File: src/rtl/muldiv_unit.sv
// Iterative HI/LO multiply/divide unit for the EX stage: one result bit per clock,
// shift-add multiply and restoring divide on operand magnitudes, sign applied at the end.
module muldiv_unit #(
    parameter int WIDTH = 32
) (
    input  logic             clock,
    input  logic             reset_n,
    input  logic             req_valid,
    input  logic [1:0]       req_op,
    input  logic             req_unsigned,
    input  logic [WIDTH-1:0] req_a,
    input  logic [WIDTH-1:0] req_b,
    input  logic             mthi,
    input  logic             mtlo,
    input  logic [WIDTH-1:0] wr_val,
    input  logic             flush,
    output logic             busy,
    output logic             done,
    output logic [WIDTH-1:0] hi,
    output logic [WIDTH-1:0] lo
);

    localparam int COUNT_WIDTH = $clog2(WIDTH) + 1;

    localparam logic [1:0] OP_MUL  = 2'b00;
    localparam logic [1:0] OP_MADD = 2'b01;
    localparam logic [1:0] OP_RSVD = 2'b11;

    typedef enum logic [1:0] {
        S_IDLE,
        S_CALC,
        S_FIX
    } state_t;

    state_t                 state_q, state_d;
    logic [COUNT_WIDTH-1:0] count_q, count_d;
    logic [1:0]             op_q, op_d;
    logic                   neg_quot_q, neg_quot_d;
    logic                   neg_rem_q, neg_rem_d;
    logic [WIDTH-1:0]       opnd_q, opnd_d;
    logic [2*WIDTH-1:0]     prod_q, prod_d;
    logic [WIDTH-1:0]       hi_q, hi_d;
    logic [WIDTH-1:0]       lo_q, lo_d;
    logic                   done_q, done_d;

    logic                   a_neg, b_neg;
    logic [WIDTH-1:0]       a_mag, b_mag;
    logic [WIDTH:0]         mul_sum;
    logic [WIDTH:0]         div_shift;
    logic [WIDTH:0]         div_diff;
    logic [2*WIDTH-1:0]     mul_step, div_step;
    logic [2*WIDTH-1:0]     prod_fix;
    logic [WIDTH-1:0]       quot_fix, rem_fix;

    // Operand magnitudes and one iteration of each datapath; prod_q doubles as
    // {partial product, multiplier} for MUL and {remainder, dividend/quotient} for DIV.
    always_comb begin
        a_neg = ~req_unsigned & req_a[WIDTH-1];
        b_neg = ~req_unsigned & req_b[WIDTH-1];
        a_mag = a_neg ? -req_a : req_a;
        b_mag = b_neg ? -req_b : req_b;

        mul_sum  = {1'b0, prod_q[2*WIDTH-1:WIDTH]} + {1'b0, (prod_q[0] ? opnd_q : '0)};
        mul_step = {mul_sum, prod_q[WIDTH-1:1]};

        div_shift = {prod_q[2*WIDTH-1:WIDTH], prod_q[WIDTH-1]};
        div_diff  = div_shift - {1'b0, opnd_q};
        if (!div_diff[WIDTH]) begin
            div_step = {div_diff[WIDTH-1:0], prod_q[WIDTH-2:0], 1'b1};
        end else begin
            div_step = {div_shift[WIDTH-1:0], prod_q[WIDTH-2:0], 1'b0};
        end

        prod_fix = neg_quot_q ? -prod_q : prod_q;
        quot_fix = neg_quot_q ? -prod_q[WIDTH-1:0] : prod_q[WIDTH-1:0];
        rem_fix  = neg_rem_q ? -prod_q[2*WIDTH-1:WIDTH] : prod_q[2*WIDTH-1:WIDTH];
    end

    always_comb begin
        state_d    = state_q;
        count_d    = count_q;
        op_d       = op_q;
        neg_quot_d = neg_quot_q;
        neg_rem_d  = neg_rem_q;
        opnd_d     = opnd_q;
        prod_d     = prod_q;
        hi_d       = hi_q;
        lo_d       = lo_q;
        done_d     = 1'b0;

        if (state_q == S_IDLE) begin
            if (mthi) hi_d = wr_val;
            if (mtlo) lo_d = wr_val;
        end

        unique case (state_q)
            S_IDLE: begin
                if (req_valid && req_op != OP_RSVD) begin
                    state_d    = S_CALC;
                    count_d    = '0;
                    op_d       = req_op;
                    neg_quot_d = a_neg ^ b_neg;
                    neg_rem_d  = a_neg;
                    if (req_op[1]) begin
                        opnd_d = b_mag;
                        prod_d = {{WIDTH{1'b0}}, a_mag};
                    end else begin
                        opnd_d = a_mag;
                        prod_d = {{WIDTH{1'b0}}, b_mag};
                    end
                end
            end
            S_CALC: begin
                prod_d  = op_q[1] ? div_step : mul_step;
                count_d = count_q + COUNT_WIDTH'(1);
                if (count_q == COUNT_WIDTH'(WIDTH - 1)) begin
                    state_d = S_FIX;
                end
            end
            S_FIX: begin
                // A zero divisor leaves the dividend magnitude in the remainder, so
                // re-signing it gives back req_a; only the quotient needs forcing.
                case (op_q)
                    OP_MUL:  {hi_d, lo_d} = prod_fix;
                    OP_MADD: {hi_d, lo_d} = {hi_q, lo_q} + prod_fix;
                    default: begin
                        lo_d = (opnd_q == '0) ? '1 : quot_fix;
                        hi_d = rem_fix;
                    end
                endcase
                state_d = S_IDLE;
                count_d = '0;
                done_d  = 1'b1;
            end
            default: begin
                state_d = S_IDLE;
                count_d = '0;
            end
        endcase

        if (flush) begin
            state_d = S_IDLE;
            count_d = '0;
            done_d  = 1'b0;
            if (state_q != S_IDLE) begin
                hi_d = hi_q;
                lo_d = lo_q;
            end
        end
    end

    always_ff @(posedge clock or negedge reset_n) begin
        if (!reset_n) begin
            state_q    <= S_IDLE;
            count_q    <= '0;
            op_q       <= '0;
            neg_quot_q <= 1'b0;
            neg_rem_q  <= 1'b0;
            opnd_q     <= '0;
            prod_q     <= '0;
            hi_q       <= '0;
            lo_q       <= '0;
            done_q     <= 1'b0;
        end else begin
            state_q    <= state_d;
            count_q    <= count_d;
            op_q       <= op_d;
            neg_quot_q <= neg_quot_d;
            neg_rem_q  <= neg_rem_d;
            opnd_q     <= opnd_d;
            prod_q     <= prod_d;
            hi_q       <= hi_d;
            lo_q       <= lo_d;
            done_q     <= done_d;
        end
    end

    assign busy = (state_q != S_IDLE);
    assign done = done_q;
    assign hi   = hi_q;
    assign lo   = lo_q;

endmodule

File: config.mk
export PLATFORM = sky130hd
export DESIGN_NAME = muldiv_unit
export DESIGN_NICKNAME = d
export VERILOG_FILES = /design/src/rtl/muldiv_unit.sv
export SDC_FILE = /design/constraint.sdc
export NUM_CORES = 1
export LEC_CHECK = 0
export CAP_MARGIN = 25
export CORE_UTILIZATION = 40
export DETAILED_ROUTE_END_ITERATION = 8
export MAX_ROUTING_LAYER = met4
export SLEW_MARGIN = 40
export SYNTH_ARGS = -nofsm -noshare
export SYNTH_HDL_FRONTEND = slang
export SYNTH_SLANG_ARGS = --single-unit
File: constraint.sdc
create_clock -name clock -period 4.8 [get_ports clock]
set_input_delay 0.72 -clock clock [delete_from_list [all_inputs] [get_ports clock]]
set_output_delay 0.72 -clock clock [all_outputs]
set_load 0.02 [all_outputs]
# == Word level (Yosys, flattened, before mapping) ==
# Cells that the tools add are included.
# W data, S select, Z words.
# word_totals
rom_bits,0
latch_bits,0
input_bits,105
n_memories,0
out_inout_bits,66
ram_bits,0
ff_bits,173
# classes
muxes,34
n_reduce_logical,9
shifts,0
order_cmp,0
bitwise,4
mul,0
eq_ne,9
div_mod_pow,0
n_addsub,9
# ops
op,n
$mux W32,18
$mux W64,4
$neg A32 Y32,4
$pmux W32 S2,2
$pmux W64 S2,1
$add A64 B64 Y64,1
$neg A64 Y64,1
$add A32 B32 Y33,1
$sub A33 B32 Y33,1
$logic_not A32 Y1,1
$mux W6,2
$pmux W6 S2,1
$add A6 B1 Y6 const B,1
$eq A6 B5 Y1 const B,1
$mux W2,3
$reduce_and A2 Y1,3
$eq A2 B1 Y1 const B,2
$logic_not A2 Y1,2
$ne A2 B2 Y1 const B,2
$pmux W2 S2,1
$reduce_bool A2 Y1,2
$ne A3 B2 Y1 const B,1
$ne A3 B3 Y1 const B,1
$and A1 B1 Y1,2
6 further kinds,7

# == Depth between registers and ports, before layout ==
# logic_depth
ltp_word,7
ltp_mapped,23

# == Worst setup path before layout ==
# No wires, ideal clock.
# synth_timing
kind,reg2reg
start,register prod_q[21]
end,"register hi_q[15], in the netlist hi[15]"
t_required_ns,4.676
stages_incl_launch_ff,22
t_arrival_ns,4.823
path_buffers,4
setup_ns,0.124
synth_period_minus_slack_ns,4.946
setup_slack_ns,-0.146
cell_sequence,dfrtp_1 > buf_6 > or4_4 > or3_1 > or4_4 > or2_0 > buf_6 > clkbuf_1 > nand2_1 > xnor2_1 > ha_1 > clkbuf_1 > a21oi_1 > nand2_1 > o21ai_0 > a22oi_1 > o311ai_0 > o21bai_1 > a21boi_0 > xor2_1 > a21oi_1 > o31a_1
# synth_between
elab_chain_cells,7
# synth_lines
element,line,text
"start, declared",41,"logic [2*WIDTH-1:0] prod_q, prod_d;"
"start signal, assigned",171,prod_q <= prod_d;
$neg A64 Y64,74,prod_fix = neg_quot_q ? -prod_q : prod_q;
$mux W64 (*),74,
$add A64 B64 Y64,125,"OP_MADD: {hi_d, lo_d} = {hi_q, lo_q} + prod_fix;"
$pmux W32 S2 (*),123,case (op_q)
$mux W32 (*),96,unique case (state_q)
$mux W32,145,if (state_q != S_IDLE) begin
$mux W32 (*),141,if (flush) begin
"end signal, assigned",172,hi_q <= hi_d;
"end, declared",42,"logic [WIDTH-1:0] hi_q, hi_d;"
# Mark *: on every way between the ends. The rest lies on a longest branch, timed or not. The select of a mux whose other input is x is not followed.
# A chain may end at the register's enable or synchronous reset.

# == Worst setup path after layout ==
# layout_timing
start,register prod_q[14]
end,"register hi_q[21], in the netlist hi[21]"
# The elaborated chain is that of the path after synthesis.

==> results.rst <==
.. list-table::
   :header-rows: 1

   * - Metric
     - Value
   * - Cell-internal power
     - about 0.0080 W
   * - Cell area after synthesis
     - roughly 20000 um^2
   * - Post-synth top area cell
     - dfrtp_1
   * - Inst Count DP
     - around 3800
   * - Clk buf depth
     - 2
   * - Wire length of the first global-routing pass
     - 134.7 mm
   * - Mean cell area of the mapped netlist
     - 7.345 um^2
   * - CTS tree
     - yes
   * - Sink Count
     - 173
   * - Final GP Congestion
     - between 1 and 1.5
   * - Number of global-route vias before repair
     - about 22000
   * - Tmin final
     - approximately 4900 ps
   * - Met3 layer usage reported by global route
     - ~4.9%
   * - Global-route usage over all layers
     - between 30 and 40%
   * - Number of detailed-routing iterations run before antenna repair
     - 6
   * - Largest cells by area after synthesis
     - dfrtp_1 (21%), ha_1 (9.1%), a21oi_1 (7.1%), xnor2_1 (6.5%), o21ai_0 (6.0%)
   * - Non-Filler Cell Area, Final
     - 26990 um^2
   * - Post-DR wirelength/cell
     - 23.87 um
   * - Post-synth EDFFs
     - 0
   * - Worst r2r dst
     - hi[21]$_DFFE_PN0P_
   * - Clock H-tree levels
     - 4
   * - Net switching power figure
     - 0.008022 W
   * - Tightest Pin Transition
     - around 860 ps
   * - Final cell count without fillers
     - around 3900
   * - Startpoint type of the worst setup path
     - flip-flop
   * - Number of vias in the routed layout
     - roughly 23000
   * - Part of the total power dissipated in sequential elements
     - between 10% and 20%
   * - Number of buffers added to fix hold violations after cts
     - 0
   * - Data arrival time of the critical path
     - between 5000 and 6000 ps
   * - Post-synth ARST share
     - 100.0%
   * - Area of the die
     - 51580 um^2
   * - Final Cycle Share
     - 102.4%
   * - Fraction of power spent switching nets
     - 50.00%
   * - RSZ-0062 raised after global routing
     - true
   * - Total placed instance area
     - around 25000 um^2
   * - Worst-Skew Late Latency
     - approximately 500 ps
   * - Global routing usage on met2
     - 53.90%
   * - Fraction of final layout cells sized beyond drive strength 1
     - 20.35%
   * - Kind of capture point of the worst setup path
     - flip-flop
   * - Library cell with the highest instance count after synthesis
     - a21oi_1
   * - Most Crowded Layer GR
     - met2
   * - Global-route met1 utilization
     - about half
   * - Chip Height
     - 227.1 um
   * - Most frequent cells after synthesis
     - a21oi_1 (287), nand2_1 (266), nor2_1 (252)
   * - Maximum VDD drop
     - between 0.3 and 0.4 mV
   * - Syn. warnings
     - 0
   * - Post-Syn Instances
     - approximately 2800
   * - Starting Density
     - approximately two fifths
   * - Number of routed nets with antenna violations
     - 0
   * - Root buffer cell
     - clkbuf_16
   * - Final nets
     - 3423
   * - Synthesis-to-finish area growth
     - 33.15%
   * - Via/cell ratio
     - between 6 and 7
   * - Max_cap viols
     - 0
   * - FF-to-FF setup slack
     - -120 ps
   * - Clock network power share
     - under 10%
   * - Sequential cell area fraction in the yosys report
     - approximately a fifth
   * - Required time of the critical path
     - slightly above 5000 ps
   * - Kind of critical path
     - flip-flop to flip-flop
   * - Critical-path cell with the highest stage delay
     - or4_4
   * - Cells traversed along the worst timing path
     - or4_4 -> or3_4 -> or4_4 -> or2_4 -> buf_6 -> buf_12 -> o21ai_4 -> xnor2_2 -> ha_1 -> buf_6 -> a21o_1 -> a31oi_4 -> o21bai_1 -> a21oi_1 -> o221ai_1 -> a211o_2 -> xor2_1 -> a221oi_2 -> nor3_1
   * - Wire length reported by the detailed router
     - a little over 90 mm
   * - Largest net degree at the start of global routing
     - 93
   * - Clock slew seen by the registers of the worst setup and hold paths
     - approximately 80 ps
   * - Relative max-transition margin
     - 42.28%
   * - Floorplan row count
     - 82
   * - Origin of the critical flop-to-flop path
     - prod_q[14]$_DFFE_PN0P_
   * - Residual DRC count
     - 0
   * - Maximum fanout along the worst path
     - 6
   * - FMAX
     - around 200 MHz
   * - Synthesized net count
     - around 3000
   * - Number of DRC markers after the initial detailed-route iteration
     - 2100
   * - Initial antenna violation count
     - 1
   * - Number of failing hold endpoints at the final stage
     - 0
   * - Core area
     - between 50000 and 60000 um^2
   * - Clock skew
     - approximately 17 ps
   * - Depth of the most critical reg-to-reg path
     - 19
   * - Share of Yosys cell area claimed by the top area cell type
     - a little over a fifth
   * - Number of flip-flops and latches in the synthesized netlist
     - 173
   * - Inserted Clock Buffers
     - 17
   * - Synth Flop Type
     - dfrtp_1
   * - Overflow left after global routing
     - 0
   * - Count of boundary I/O pins
     - 171
   * - Violated checks
     - setup timing
   * - Final max-slew violation count
     - 0
   * - Lkg Pwr
     - around 11 nW
   * - Outcome
     - complete, but fails checks
   * - # port buffers
     - 170
   * - Post-detail-place hpwl
     - ~71 mm
   * - Final setup violation count
     - 9
   * - Peak per-stage delay on the critical path
     - approximately 540 ps
   * - Combinational share of power
     - 77.3%
   * - Least setup slack across all paths after layout
     - -115.2 ps
   * - Cell area power density
     - just under 600 nW/um^2
   * - Yosys cell types
     - 75
   * - Worst Hold Class
     - input pin to async pin
   * - Die width
     - between 200 and 250 um
-- sequential cells by signal (all words and copies together) (netlist names) --
register / flops
prod_q: 64
hi: 32
lo: 32
opnd_q: 32
count_q: 6
op_q: 2
state_q: 2
done: 1
neg_quot_q: 1
neg_rem_q: 1
-- cells in the final DEF, fill, tap and decap left out, types with 23 or more instances in the layout --
cell type	count
a211oi_1	54
a21o_1	56
a21oi_1	253
a21oi_2	29
a31oi_1	41
and3_1	23
buf_4	386
clkdlybuf4s50_1	168
dfrtp_1	171
ha_1	131
inv_1	92
mux2i_1	48
nand2_1	260
nand2b_1	29
nand3_1	43
nand4_1	32
nor2_1	242
nor3_1	62
o211ai_1	36
o21ai_0	209
o21bai_1	33
o221ai_1	32
or3_1	39
xnor2_1	128
xor2_1	79
-- power by group through the flow --
stage / combinational (W) / sequential (W) / clock (W)
CTS: 0.0115 / 0.00215 / 0.00149
global route: 0.0133 / 0.00221 / 0.00155
finish: 0.0124 / 0.00217 / 0.00146
floorplan: 0.00650 / 0.00218 / 0
global placement: 0.0109 / 0.00216 / 0
detailed placement: 0.0109 / 0.00218 / 0
-- per-stage QoR --
stage	utilization, %	hold slack, ps	total power (W)	setup TNS (ps)	worst slack, ps
global route	53.91	288.3	0.01709	-2756	-249.7
floorplan	-	424.4	0.008681	0	8.785
finish	53.91	265.6	0.01604	-352.8	-115.2
detailed placement	49.62	487.6	0.01310	-5299	-429.7
global placement	49.57	470.7	0.01303	-5274	-353.6
CTS	52.01	306.2	0.01510	-41.53	-24.10
-- layer usage --
| metal | vias up | part of all wire, % |
|---|---|---|
| li1 | 10930 | - |
| met1 | 11370 | 46 |
| met2 | 840 | 44 |
| met3 | 153 | 6.1 |
| met4 | 0 | 3.9 |
| met5 | - | 0 |
-- kinds of logic after synthesis --
family                     share of synthesized area (%)
AOI/OAI and AO/OA                                  31.40
buffers and inverters                              5.252
muxes                                              2.592
adders and majority gates                          9.369
DFF                                                21.36
and+or+nand+nor                                    20.00
xor gates and xnor gates                           10.02
-- worst max-delay path by stage --
| stage | from | end | slack, ps | depth (start not counted) |
|---|---|---|---|---|
| global route | prod_q[14]$_DFFE_PN0P_ | hi[30]$_DFFE_PN0P_ | -250 | 21 |
| detailed placement | prod_q[10]$_DFFE_PN0P_ | hi[30]$_DFFE_PN0P_ | -430 | 19 |
| floorplan | prod_q[21]$_DFFE_PN0P_ | hi[21]$_DFFE_PN0P_ | 9 | 19 |
| global placement | prod_q[10]$_DFFE_PN0P_ | hi[7]$_DFFE_PN0P_ | -350 | 19 |
| finish | prod_q[14]$_DFFE_PN0P_ | hi[21]$_DFFE_PN0P_ | -120 | 19 |
| CTS | prod_q[10]$_DFFE_PN0P_ | hi[25]$_DFFE_PN0P_ | -20 | 19 |
-- area by class of cell --
cell class | count | area, um^2
Antenna cell | 2 | 5.005
Clock buffer | 19 | 452.9
Clock inverter | 12 | 127.6
Fill cell | 4943 | 23080
Inverter | 96 | 360.3
Multi-Input combinational cell | 2310 | 16080
Sequential cell | 173 | 4334
Tap cell | 672 | 840.8
Timing Repair Buffer | 570 | 4791
-- worst max-delay path, delay by kind of cell, from the launching register on --
family | cells | cell delay (ps)
compound gates | 8 | 1560
xor+xnor | 2 | 300
fa+ha+maj | 1 | 330
buf+inv | 3 | 430
flops | 1 | 390
simple gates | 5 | 1800
-- what timing repair did --
item / 4_1_cts / 5_1_grt
endpoints found under the hold margin: 0 / 0
pin swaps: 45 / 86
endpoints found under the setup margin: 28 / 35
gates resized for setup: 101 / 158
setup buffers: 27 / 24
Note: power is estimated with default switching activity, not from simulation.
